## src/rtl/mac_pkg.sv

```systemverilog
// Shared definitions for the MAC sequencer: state codes and FP16 constants.
package mac_pkg;

  localparam int unsigned DATA_W_DEF = 16;

  localparam logic [15:0] FP16_ONE  = 16'h3C00;
  localparam logic [15:0] FP16_ZERO = 16'h0000;

  // Codes are visible on state_out, so the values are fixed.
  typedef enum logic [2:0] {
    StIdle  = 3'd0,
    StClear = 3'd1,
    StRead  = 3'd2,
    StIssue = 3'd3,
    StDrain = 3'd4,
    StDone  = 3'd5
  } state_e;

endpackage

```

## src/rtl/seq_wdog.sv

```systemverilog
// Loadable down-counter; o_expired is high while the count sits at zero.
module seq_wdog #(
  parameter int unsigned CNT_W = 8
) (
  input  logic             clk,
  input  logic             rst,
  input  logic             i_load,
  input  logic [CNT_W-1:0] i_load_val,
  input  logic             i_dec,
  output logic             o_expired
);

  logic [CNT_W-1:0] r_cnt;

  always_ff @(posedge clk or negedge rst) begin
    if (!rst) begin
      r_cnt <= '0;
    end else if (i_load) begin
      r_cnt <= i_load_val;
    end else if (i_dec && (r_cnt != '0)) begin
      r_cnt <= r_cnt - 1'b1;
    end
  end

  assign o_expired = (r_cnt == '0);

endmodule

```

## src/rtl/mac_sequencer.sv

```systemverilog
// Walks SRAM A/B addresses 0..DEPTH-1, feeds operand pairs to the FP MAC and
// latches the final accumulate; a drain watchdog flags a hung datapath.
module mac_sequencer
  import mac_pkg::*;
#(
  parameter int unsigned DEPTH   = 8,
  parameter int unsigned ADDR_W  = 4,
  parameter int unsigned DATA_W  = DATA_W_DEF,
  parameter int unsigned RD_LAT  = 1,
  parameter int unsigned TIMEOUT = 255
) (
  input  logic              clk,
  input  logic              rst,
  input  logic              i_start,
  input  logic              i_abort,
  output logic [ADDR_W-1:0] o_sram_addr,
  output logic              o_sram_cs_n,
  output logic              o_sram_oe_n,
  output logic              o_sram_we_n,
  input  logic [DATA_W-1:0] i_sram_a_dq,
  input  logic [DATA_W-1:0] i_sram_b_dq,
  output logic              o_mac_clear,
  output logic              o_mac_valid,
  input  logic              i_mac_ready,
  output logic [DATA_W-1:0] o_mac_a,
  output logic [DATA_W-1:0] o_mac_b,
  output logic              o_mac_last,
  input  logic              i_mac_done,
  input  logic [DATA_W-1:0] i_mac_result,
  output logic [DATA_W-1:0] o_result,
  output logic              o_result_valid,
  output logic              o_busy,
  output logic              o_timeout_err,
  output logic [2:0]        o_state_out
);

  localparam int unsigned CNT_MAX = (TIMEOUT > RD_LAT) ? TIMEOUT : RD_LAT;
  localparam int unsigned CNT_W   = $clog2(CNT_MAX + 1);
  localparam logic [ADDR_W-1:0] LAST_ADDR = ADDR_W'(DEPTH - 1);
  // Counter expires at zero, so loading N-1 gives N cycles in the state.
  localparam logic [CNT_W-1:0]  RD_LOAD   = CNT_W'(RD_LAT - 1);
  localparam logic [CNT_W-1:0]  TO_LOAD   = CNT_W'(TIMEOUT - 1);

  state_e            r_state, w_state_nxt;
  logic [ADDR_W-1:0] r_sram_addr;
  logic [DATA_W-1:0] r_mac_a, r_mac_b, r_result;
  logic              r_result_valid, r_timeout_err;

  logic              w_load, w_dec, w_expired, w_last;
  logic [CNT_W-1:0]  w_load_val;
  logic              w_start_run, w_capture, w_addr_inc, w_latch, w_set_err;

  assign w_last = (r_sram_addr == LAST_ADDR);

  seq_wdog #(
    .CNT_W(CNT_W)
  ) u_wdog (
    .clk       (clk),
    .rst       (rst),
    .i_load    (w_load),
    .i_load_val(w_load_val),
    .i_dec     (w_dec),
    .o_expired (w_expired)
  );

  always_comb begin
    w_state_nxt = r_state;
    w_load      = 1'b0;
    w_load_val  = RD_LOAD;
    w_dec       = 1'b0;
    w_start_run = 1'b0;
    w_capture   = 1'b0;
    w_addr_inc  = 1'b0;
    w_latch     = 1'b0;
    w_set_err   = 1'b0;
    if (i_abort) begin
      w_state_nxt = StIdle;
    end else begin
      case (r_state)
        StIdle:  if (i_start) w_state_nxt = StClear;
        StClear: begin
          w_start_run = 1'b1;
          w_load      = 1'b1;
          w_state_nxt = StRead;
        end
        StRead: begin
          if (w_expired) begin
            w_capture   = 1'b1;
            w_state_nxt = StIssue;
          end else begin
            w_dec = 1'b1;
          end
        end
        StIssue: begin
          if (i_mac_ready) begin
            w_load = 1'b1;
            if (w_last) begin
              w_load_val  = TO_LOAD;
              w_state_nxt = StDrain;
            end else begin
              w_addr_inc  = 1'b1;
              w_state_nxt = StRead;
            end
          end
        end
        StDrain: begin
          if (i_mac_done) begin
            w_latch     = 1'b1;
            w_state_nxt = StDone;
          end else if (w_expired) begin
            w_set_err   = 1'b1;
            w_state_nxt = StIdle;
          end else begin
            w_dec = 1'b1;
          end
        end
        StDone:  if (i_start) w_state_nxt = StClear;
        default: w_state_nxt = StIdle;
      endcase
    end
  end

  // All strobes are already suppressed under abort.
  always_ff @(posedge clk or negedge rst) begin
    if (!rst) begin
      r_state        <= StIdle;
      r_sram_addr    <= '0;
      r_mac_a        <= '0;
      r_mac_b        <= '0;
      r_result       <= '0;
      r_result_valid <= 1'b0;
      r_timeout_err  <= 1'b0;
    end else begin
      r_state <= w_state_nxt;
      if (i_abort) begin
        r_sram_addr    <= '0;
        r_result_valid <= 1'b0;
      end
      if (w_start_run) begin
        r_sram_addr    <= '0;
        r_result_valid <= 1'b0;
        r_timeout_err  <= 1'b0;
      end
      if (w_addr_inc) r_sram_addr <= r_sram_addr + 1'b1;
      if (w_capture) begin
        r_mac_a <= i_sram_a_dq;
        r_mac_b <= i_sram_b_dq;
      end
      if (w_latch) begin
        r_result       <= i_mac_result;
        r_result_valid <= 1'b1;
      end
      if (w_set_err) r_timeout_err <= 1'b1;
    end
  end

  assign o_sram_addr    = r_sram_addr;
  assign o_sram_cs_n    = (r_state != StRead);
  assign o_sram_oe_n    = (r_state != StRead);
  assign o_sram_we_n    = 1'b1;
  assign o_mac_clear    = (r_state == StClear);
  assign o_mac_valid    = (r_state == StIssue);
  assign o_mac_last     = (r_state == StIssue) && w_last;
  assign o_mac_a        = r_mac_a;
  assign o_mac_b        = r_mac_b;
  assign o_result       = r_result;
  assign o_result_valid = r_result_valid;
  assign o_timeout_err  = r_timeout_err;
  assign o_busy         = (r_state == StClear) || (r_state == StRead) ||
                          (r_state == StIssue) || (r_state == StDrain);
  assign o_state_out    = r_state;

endmodule

```

## config.mk

```make
export PLATFORM = sky130hd
export DESIGN_NAME = mac_sequencer
export DESIGN_NICKNAME = d
export VERILOG_FILES = /design/src/rtl/mac_pkg.sv /design/src/rtl/seq_wdog.sv /design/src/rtl/mac_sequencer.sv
export SDC_FILE = /design/constraint.sdc
export NUM_CORES = 1
export LEC_CHECK = 0
export ABC_AREA = 1
export ABC_CLOCK_PERIOD_IN_PS = 4400
export CORE_UTILIZATION = 33
export DETAILED_ROUTE_END_ITERATION = 10
export PLACE_DENSITY = 0.71
export SYNTH_ARGS = -nofsm -noshare
export SYNTH_HDL_FRONTEND = slang
export SYNTH_SLANG_ARGS = --single-unit
```

## constraint.sdc

```tcl
create_clock -name clk -period 4.4 [get_ports clk]
set_clock_uncertainty 0.15 [all_clocks]
set_input_delay 0.66 -clock clk [delete_from_list [all_inputs] [get_ports clk]]
set_output_delay 0.66 -clock clk [all_outputs]
set_load 0.01 [all_outputs]
```

==> results of run 1 <==
[cell usage after synthesis, types with 2 or more instances]
| master | number | area (sq um) |
|---|---|---|
| sky130_fd_sc_hd__nand2_1 | 121 | 454.2 |
| sky130_fd_sc_hd__nand4_1 | 3 | 18.77 |
| sky130_fd_sc_hd__nor2_2 | 2 | 12.51 |
| sky130_fd_sc_hd__dfrtp_1 | 65 | 1627 |
| sky130_fd_sc_hd__xor2_1 | 3 | 26.28 |
| sky130_fd_sc_hd__inv_2 | 2 | 7.510 |
| sky130_fd_sc_hd__nor2_1 | 12 | 45.04 |
| sky130_fd_sc_hd__o21ai_0 | 30 | 150.1 |
| sky130_fd_sc_hd__ha_1 | 3 | 37.54 |
| sky130_fd_sc_hd__buf_6 | 7 | 78.83 |
| sky130_fd_sc_hd__a21oi_1 | 2 | 10.01 |
| sky130_fd_sc_hd__o21ai_2 | 32 | 280.3 |
| sky130_fd_sc_hd__inv_1 | 51 | 191.4 |
| sky130_fd_sc_hd__nand3_1 | 24 | 120.1 |
| sky130_fd_sc_hd__buf_2 | 2 | 10.01 |
| sky130_fd_sc_hd__clkbuf_1 | 4 | 15.01 |
| sky130_fd_sc_hd__nand2_2 | 2 | 12.51 |
| sky130_fd_sc_hd__buf_4 | 3 | 22.52 |
[worst max-delay path, stage by stage]
cell and delay, ps:
sky130_fd_sc_hd__clkdlybuf4s50_1 460, sky130_fd_sc_hd__buf_4 240, sky130_fd_sc_hd__inv_1 140, sky130_fd_sc_hd__nand4_1 140
sky130_fd_sc_hd__or2_2 770, sky130_fd_sc_hd__buf_4 430, sky130_fd_sc_hd__nand2_1 110, sky130_fd_sc_hd__o21ai_2 70
[path summary, 6_finish.rpt]
check / to / slack [ps] / cells after the start
max: o_mac_b[11]$_DFFE_PN0P_ / 1480 / 8
min: o_mac_a[11]$_DFFE_PN0P_ / 330 / 2
max reg2reg: o_mac_b[11]$_DFFE_PN0P_ / 1940 / 9
min reg2reg: o_mac_a[11]$_DFFE_PN0P_ / 330 / 2
max in group asynchronous: u_wdog.r_cnt[6]$_DFFE_PN0P_ / 2910 / 2
min in group asynchronous: u_wdog.r_cnt[0]$_DFFE_PN0P_ / 350 / 1
[per-layer routing]
metal  vias up  share of wire (%)  track usage, %
li1       1395                  -               -
met1      1297                 43           18.46
met2        83                 49           26.45
met3        10                6.3           4.039
met4         0                1.2           5.017
met5         -                  0               0
[cell families (layout without fill, tap and decap cells)]
| family | after synthesis | count (layout) | synth area share, % |
|---|---|---|---|
| AND/OR/NAND/NOR | 169 | 169 | 22.09 |
| buffers and inverters | 69 | 188 | 10.24 |
| AO/OA/AOI/OAI | 65 | 65 | 14.09 |
| flip-flops | 65 | 65 | 51.18 |
| XOR/XNOR | 4 | 4 | 1.103 |
| adder cells (fa/ha/maj) | 3 | 3 | 1.181 |
| other | 1 | 1 | 0.1180 |
[registers in the layout (all words and copies together) (netlist names)]
signal and flops:
u_wdog.r_cnt 8, o_mac_b 16, o_timeout_err 1, o_sram_addr 4
o_mac_a 16, o_result_valid 1, o_result 16, o_state_out 3
[cell type report]
| cell class | count | area (sq um) | share of cell area [%] |
|---|---|---|---|
| Clock buffer | 10 | 137.6 | 2.994 |
| Tap cell | 129 | 161.4 | 3.511 |
| Timing Repair Buffer | 119 | 1179 | 25.64 |
| Clock inverter | 6 | 67.56 | 1.470 |
| Sequential cell | 65 | 1627 | 35.38 |
| Inverter | 53 | 198.9 | 4.328 |
| Multi-Input combinational cell | 242 | 1226 | 26.67 |
[stage by stage]
stage | hold slack [ps] | area, sq um | instances
2_1_floorplan | 214.4 | 3178 | 376
3_3_place_gp | 313.3 | 4392 | 608
3_5_place_dp | 318.7 | 4392 | 608
4_1_cts | 337.8 | 4597 | 624
5_1_grt | 361.0 | 4597 | 624
6_report | 333.5 | 4597 | 624
[cells in the final DEF, fill, tap and decap left out]
cell type                           n
sky130_fd_sc_hd__conb_1             1
sky130_fd_sc_hd__xor2_1             3
sky130_fd_sc_hd__clkdlybuf4s50_1  115
sky130_fd_sc_hd__dfrtp_1           65
sky130_fd_sc_hd__buf_2              1
sky130_fd_sc_hd__nor3_2             1
sky130_fd_sc_hd__nand4_1            3
sky130_fd_sc_hd__a211oi_1           1
sky130_fd_sc_hd__inv_2              2
sky130_fd_sc_hd__clkinvlp_4         2
sky130_fd_sc_hd__nand2_2            2
sky130_fd_sc_hd__ha_1               3
sky130_fd_sc_hd__nor2_1            12
sky130_fd_sc_hd__bufinv_16          1
sky130_fd_sc_hd__or2_2              1
sky130_fd_sc_hd__nand3_1           24
sky130_fd_sc_hd__nor2_4             1
sky130_fd_sc_hd__o21ai_2           32
sky130_fd_sc_hd__nand2_1          121
sky130_fd_sc_hd__buf_4              3
sky130_fd_sc_hd__o21ai_0           30
sky130_fd_sc_hd__nor2_2             2
sky130_fd_sc_hd__a21oi_1            2
sky130_fd_sc_hd__clkbuf_8          10
sky130_fd_sc_hd__nor3_1             1
sky130_fd_sc_hd__inv_1             51
sky130_fd_sc_hd__clkinv_4           2
sky130_fd_sc_hd__and2_1             1
sky130_fd_sc_hd__xnor2_1            1
sky130_fd_sc_hd__clkinv_2           1
[power breakdown]
group          internal, W  switching, W
Clock             0.000278      0.000236
Combinational     0.000518      0.000475
Sequential        0.000773      0.000122
Total              0.00157      0.000833
==> results.txt, run 1 <==
After clock tree synthesis, the repair step resized 0 gates. The startpoint identified for the worst hold timing path is o_mac_a[11]$_DFFE_PN0P_. The max-slew violation count is 0, and the overall die area is 0.01003 sq mm. The mean instance size in the synthesized netlist is 8.452 sq um, and the number of distinct library cells after synthesis is 26.

TritonCTS built the clock tree. Clock latency on the worst-skew pair, taken at its later pin, is 340 ps. CTS built an H-tree with a depth of 3. In this run, the number of DRC markers left after iteration 0 of detailed routing was 138. In this run the post-CTS setup repair buffer count came out at 0. The region available for standard cell placement spans 0.009284 sq mm.

The worst setup path startpoint was i_abort. The logs give 9 for the total clock buffers created by CTS and 12.29 mm for the wire length of the first global-routing pass. The clock passes through at most 2 buffers. Summed over all failing endpoints, the final setup total negative slack is 0 ps. The commonest register cell after synthesis is sky130_fd_sc_hd__dfrtp_1. The ratio of total power to cell area was 522.4 mW/mm^2. In the global route stage, overall resource usage came out at 15.28%. The synthesized netlist cell count is 376, and the initial antenna violation count is 0. The run gives 0 as the final number of hold-violating endpoints. The tools report the root cell of the clock tree as sky130_fd_sc_hd__clkbuf_8.

For the pin with the worst max-slew slack, the measured transition is 1028 ps. The worst path meets setup with 1477 ps of slack. The filler cells instantiated in the layout total 889. The total standard cell area after synthesis was 0.003178 sq mm. Yosys mapped a number of flops with a built-in enable equal to 0.

The number of storage elements in the synthesis netlist was 65; the part of the Yosys area used for sequential elements was 51.18%. Setup repair after global routing left no endpoint under its margin. The tree built by TritonCTS fans out to 65 sinks.

The endpoint required time on the critical path is 4520 ps. The highest net fanout along the worst path is 41, and the detailed-route wire length per cell is 11.77 um. IR analysis of the VDD net gives a maximum drop of 0.0002328 V.

The tools report the placer congestion estimate as 0.8326. Launching element type of the critical path: an input pin. The repair_antennas step left the layout with diodes totalling 0. In this run the tool buffered the top-level ports with 116 buffer cells. The overall power of the completed layout is 0.002402 W, and the critical path arrival is 3040 ps. The number of nets in the synthesized netlist is 433. The relative area change from synthesis to final layout works out to 44.65%.

The fraction of layout instances using a drive strength above 1 is 12.32%. The element type at the critical path end is a register. From left edge to right edge, the die measures 100.1 um.

The remaining number of nets flagged by the antenna check after routing came out at 0. Subtracting the final worst setup slack from the clock period gives 2923 ps. At the end of the flow, the number of nets in the layout was 547. The tools report the number of setup violations in the final report as 0.

The clock-pin slew reported for the worst setup and hold paths after clock tree synthesis is 70 ps. Headroom to the max-slew limit came out at 31.49%. Of all flip-flops after synthesis, the portion carrying an async set or reset was 100.0%. The worst setup path is of the in2reg kind. After detailed routing, the number of vias per cell comes to 4.463. For this configuration, the core starts out at a cell density of 34.23%. Count of boundary I/O pins: 118.

The start of the worst register-to-register path was u_wdog.r_cnt[0]$_DFFE_PN0P_. After global routing the overflow that remains totals 0. The floorplan has 35 rows. After clock tree synthesis, the flow added hold-fix buffers numbering 0.

After layout, the worst path uses 66.44% of the clock period. The tools report the pin count of the biggest net entering global routing as 48. The first TritonRoute pass finished after 4 iterations. Detailed placement finished with a half-perimeter wire length of 5.478 mm.

In this run the worst hold path is classified as reg2reg. The number of global-route vias before repair was 2,773. The flow ran to the end, and the final reports show no timing, DRC or antenna violations. Across the run, the number of max-cap violations was 0.

The logs give 7.345 mm for the sum of routed wire length over all layers and 49.51% for the post-route core utilization. The leakage power was 2.294 nW; the setup slack at placement was 1120 ps. The die is 100.1 um tall. The logs give 0 for the total of warnings raised by yosys and 0 for the DRC violations left.

The peak clock frequency supported by timing came out at 342.1 MHz. Detailed routing inserted a total of 2,785 vias.
(Power assumes the default switching activity.)
==> run 2: changes to the inputs <==
--- a/config.mk
+++ b/config.mk
@@ -6,7 +6,7 @@
 export NUM_CORES = 1
 export LEC_CHECK = 0
 export ABC_AREA = 1
-export ABC_CLOCK_PERIOD_IN_PS = 4400
+export ABC_CLOCK_PERIOD_IN_PS = 3000
 export CORE_UTILIZATION = 33
 export DETAILED_ROUTE_END_ITERATION = 10
 export PLACE_DENSITY = 0.71
==> constraint.sdc (replaced) <==
create_clock -name clk -period 3 [get_ports clk]
set_clock_uncertainty 0.15 [all_clocks]
set_input_delay 0.45 -clock clk [delete_from_list [all_inputs] [get_ports clk]]
set_output_delay 0.45 -clock clk [all_outputs]
set_load 0.01 [all_outputs]
==> run 2 against run 1 <==
Effect of this change: first-iteration DRC count down 7.2%; sequential power grew 47%; via count shrank 1.3%; sequential cell count is the same; highest routed layer unchanged.
==> results.txt, run 2 (same netlist as run 1, synthesis figures left out) <==
The run gives 2010 ps (-1030 ps) as the critical path arrival. The tools report the worst hold slack after final layout as 35.94 ps (-297.6 ps). For the via count, the log shows 2,748 (-1.3%). The leading cell type in the layout, fill and taps excluded is sky130_fd_sc_hd__nand2_1.

The category of the critical setup timing path is reg2out. Setup repair after global routing left no endpoint under its margin. The relative area change from synthesis to final layout is 45.98%, and the die extent in y is 100.1 um (unchanged). Final non-filler cell area: 0.004639 sq mm (+0.93%). The highest layer touched by signal routing is met4.

Clock-pin slew reported for the worst setup and hold paths after clock tree synthesis: 70 ps (about the same). The root cell of the clock tree is sky130_fd_sc_hd__clkbuf_8. The number of setup violations in the final report was 0 (unchanged); the leakage power was 2.317 nW (+1.0%). The total cell area at the placement stage came out at 0.004412 sq mm (+0.46%).

The logs give 7.431 mm (+1.2%) for the sum of routed wire length over all layers and 0.8551 (+2.7%) for the placer congestion estimate. The logs give 0 (unchanged) for the DRC violations left and 2400 ps (-2120 ps) for the endpoint required time on the critical path. The detailed-route wire length per cell works out to 11.89 um (+1.0%). The run gives 330 ps (about the same) as the clock insertion delay at the later pin of the skew report. The relative slew slack came out at 49.17% (+18 points). The logs give 0.0004657 V (+100%) for the maximum resistive drop on vdd and 35 (unchanged) for the row count.

The total half-perimeter wirelength after legalization and detailed placement was 5.443 mm (-0.63%); the overall routing resource usage was 15.41% (+0.14 points). The tools report the aggregate global routing overflow as 0 (unchanged). The logs give 0 (unchanged) for the final number of hold-violating endpoints and 0 ps (unchanged) for the accumulated negative setup slack. The tools report the launching element type of the critical path as a register. For the max-slew violation count, the log shows 0 (unchanged). The count of boundary I/O pins came out at 118 (unchanged). The run gives 128 (-7.2%) as the DRC violation total after the first TritonRoute iteration. For the pin count of the biggest net entering global routing, the log shows 65 (+35%).

STA classifies the critical path endpoint as an output port. Post-cts gate resize count: 0 (unchanged). The class of the most critical hold timing path was in2async.

The logs give 548 (+0.18%) for the final-stage net count and 465 um (+0.22%) for the routed wire length on met3. For the starting utilization of the core area, the log shows 34.23% (unchanged). The total clock buffers created by CTS is 9 (unchanged), and the share of the cycle needed by the critical path after routing is 86.92%. The logs give 3.498 mm (-2.9%) for the total length of routed met2 wires and 3.405 mm (+6.7%) for the total routed wire length on the met1 layer. The fraction of layout instances using a drive strength above 1 works out to 12.50% (+0.18 points).

The tools report the number of buffers inserted to repair setup after CTS as 0 (unchanged). The run finished with clean final reports. The overall die area was 0.01003 sq mm (unchanged); the total inserted antenna cells was 0 (unchanged). The peak clock frequency supported by timing is 383.5 MHz. TritonCTS built the clock tree. The number of hold-repair buffers added at the cts stage came out at 0 (unchanged). The count of H-tree levels built during CTS is 3 (unchanged), and the width of the die is 100.1 um (unchanged). The number of fillers in the final layout was 915 (+2.9%); the count of max-cap constraint violations was 0 (unchanged).

For the maximum clock path buffer count, the log shows 2 (unchanged). The tools report the remaining number of nets flagged by the antenna check after routing as 0 (unchanged). The logs give 0 (unchanged) for the initial antenna violation count and 12.42 mm (+1.1%) for the wire length of the first global-routing pass. The number of port buffers was 116 (unchanged); the number of global-route vias before repair was 2,670 (-3.7%).

The per-cell via count in the routed design is 4.397 (-1.5%), and the highest net fanout along the worst path is 11 (-73%). The clock net sink count is 65 (unchanged). The library cells used most frequently in the layout, excluding fill and tap cells, are 121 x sky130_fd_sc_hd__nand2_1, 115 x sky130_fd_sc_hd__clkdlybuf4s50_1, 65 x sky130_fd_sc_hd__dfrtp_1, 51 x sky130_fd_sc_hd__inv_1, 32 x sky130_fd_sc_hd__o21ai_2. The actual transition at the worst max-transition pin is 762.5 ps (-265.2 ps), and the ratio of total power to cell area is 781.2 mW/mm^2 (+50%). The logs give 49.97% (+0.46 points) for the post-route core utilization and 4 (unchanged) for the first-pass iteration count of the detailed router.

The clock period minus final worst setup slack is 2608 ps. The core region area was 0.009284 sq mm (unchanged).
==> run 2: cell count changes in the layout (fill, tap and decap cells not counted) <==
cell / previous run / this run
sky130_fd_sc_hd__buf_12: 0 / 1
sky130_fd_sc_hd__bufinv_16: 1 / 2
sky130_fd_sc_hd__clkinv_4: 2 / 1
sky130_fd_sc_hd__clkinvlp_4: 2 / 1
sky130_fd_sc_hd__inv_6: 0 / 1
==> run 2: final timing paths <==
path	from	endpoint	slack, ps	cells past startpoint
min in group clk	o_mac_a[6]$_DFFE_PN0P_	o_mac_a[6]$_DFFE_PN0P_	330	2
min	rst	u_wdog.r_cnt[5]$_DFFE_PN0P_	40	1
max reg2reg	u_wdog.r_cnt[0]$_DFFE_PN0P_	o_mac_a[5]$_DFFE_PN0P_	800	9
max in group asynchronous	rst	o_result[12]$_DFFE_PN0P_	2020	2
max	o_state_out[1]$_DFFE_PN0P_	o_mac_last	390	5
min reg2reg	o_mac_a[6]$_DFFE_PN0P_	o_mac_a[6]$_DFFE_PN0P_	330	2
==> run 2: layout make-up <==
| class | instances | area, sq um | area share, % |
|---|---|---|---|
| multi-input combinational | 242 | 1226 | 26.43 |
| clock buffer | 10 | 137.6 | 2.967 |
| timing repair buffer | 120 | 1199 | 25.84 |
| clock inverter | 6 | 90.09 | 1.942 |
| inverter | 53 | 198.9 | 4.288 |
| tap | 129 | 161.4 | 3.479 |
| sequential | 65 | 1627 | 35.06 |
==> run 2: critical path, stage by stage (launching register included) <==
cell and delay, ps:
sky130_fd_sc_hd__dfrtp_1 550, sky130_fd_sc_hd__nand2_1 130, sky130_fd_sc_hd__nor2_1 270, sky130_fd_sc_hd__nand2_1 110
sky130_fd_sc_hd__inv_1 90, sky130_fd_sc_hd__clkdlybuf4s50_1 530
==> run 2: stage by stage <==
stage / power [W] / std cells / setup slack [ps]
6_report: 0.003624 / 625 / 392.5
3_5_place_dp: 0.002808 / 609 / 561.6
2_1_floorplan: 0.002102 / 376 / 1255
4_1_cts: 0.003664 / 625 / 428.1
3_3_place_gp: 0.002759 / 609 / 608.3
5_1_grt: 0.003901 / 625 / 229.9
==> run 2: power breakdown <==
| part | total (W) | internal [W] | switching, W |
|---|---|---|---|
| combinational | 0.00147 | 0.000763 | 0.000706 |
| clock | 0.000837 | 0.000493 | 0.000344 |
| sequential | 0.00132 | 0.00113 | 0.000185 |
| total | 0.00362 | 0.00239 | 0.00123 |
==> run 2: metal layers <==
layer	vias up	GRT usage [%]
met5	-	0
met4	0	4.905
met3	6	4.039
met2	84	25.18
met1	1254	19.97
li1	1404	-
==> run 3: changes to the inputs <==
--- a/config.mk
+++ b/config.mk
@@ -9,6 +9,7 @@
 export ABC_CLOCK_PERIOD_IN_PS = 3000
 export CORE_UTILIZATION = 33
 export DETAILED_ROUTE_END_ITERATION = 10
+export GPL_ROUTABILITY_DRIVEN = 0
 export PLACE_DENSITY = 0.71
 export SYNTH_ARGS = -nofsm -noshare
 export SYNTH_HDL_FRONTEND = slang
==> results of run 3 <==
Final layout, timing and power as in run 2 (identical DEF).
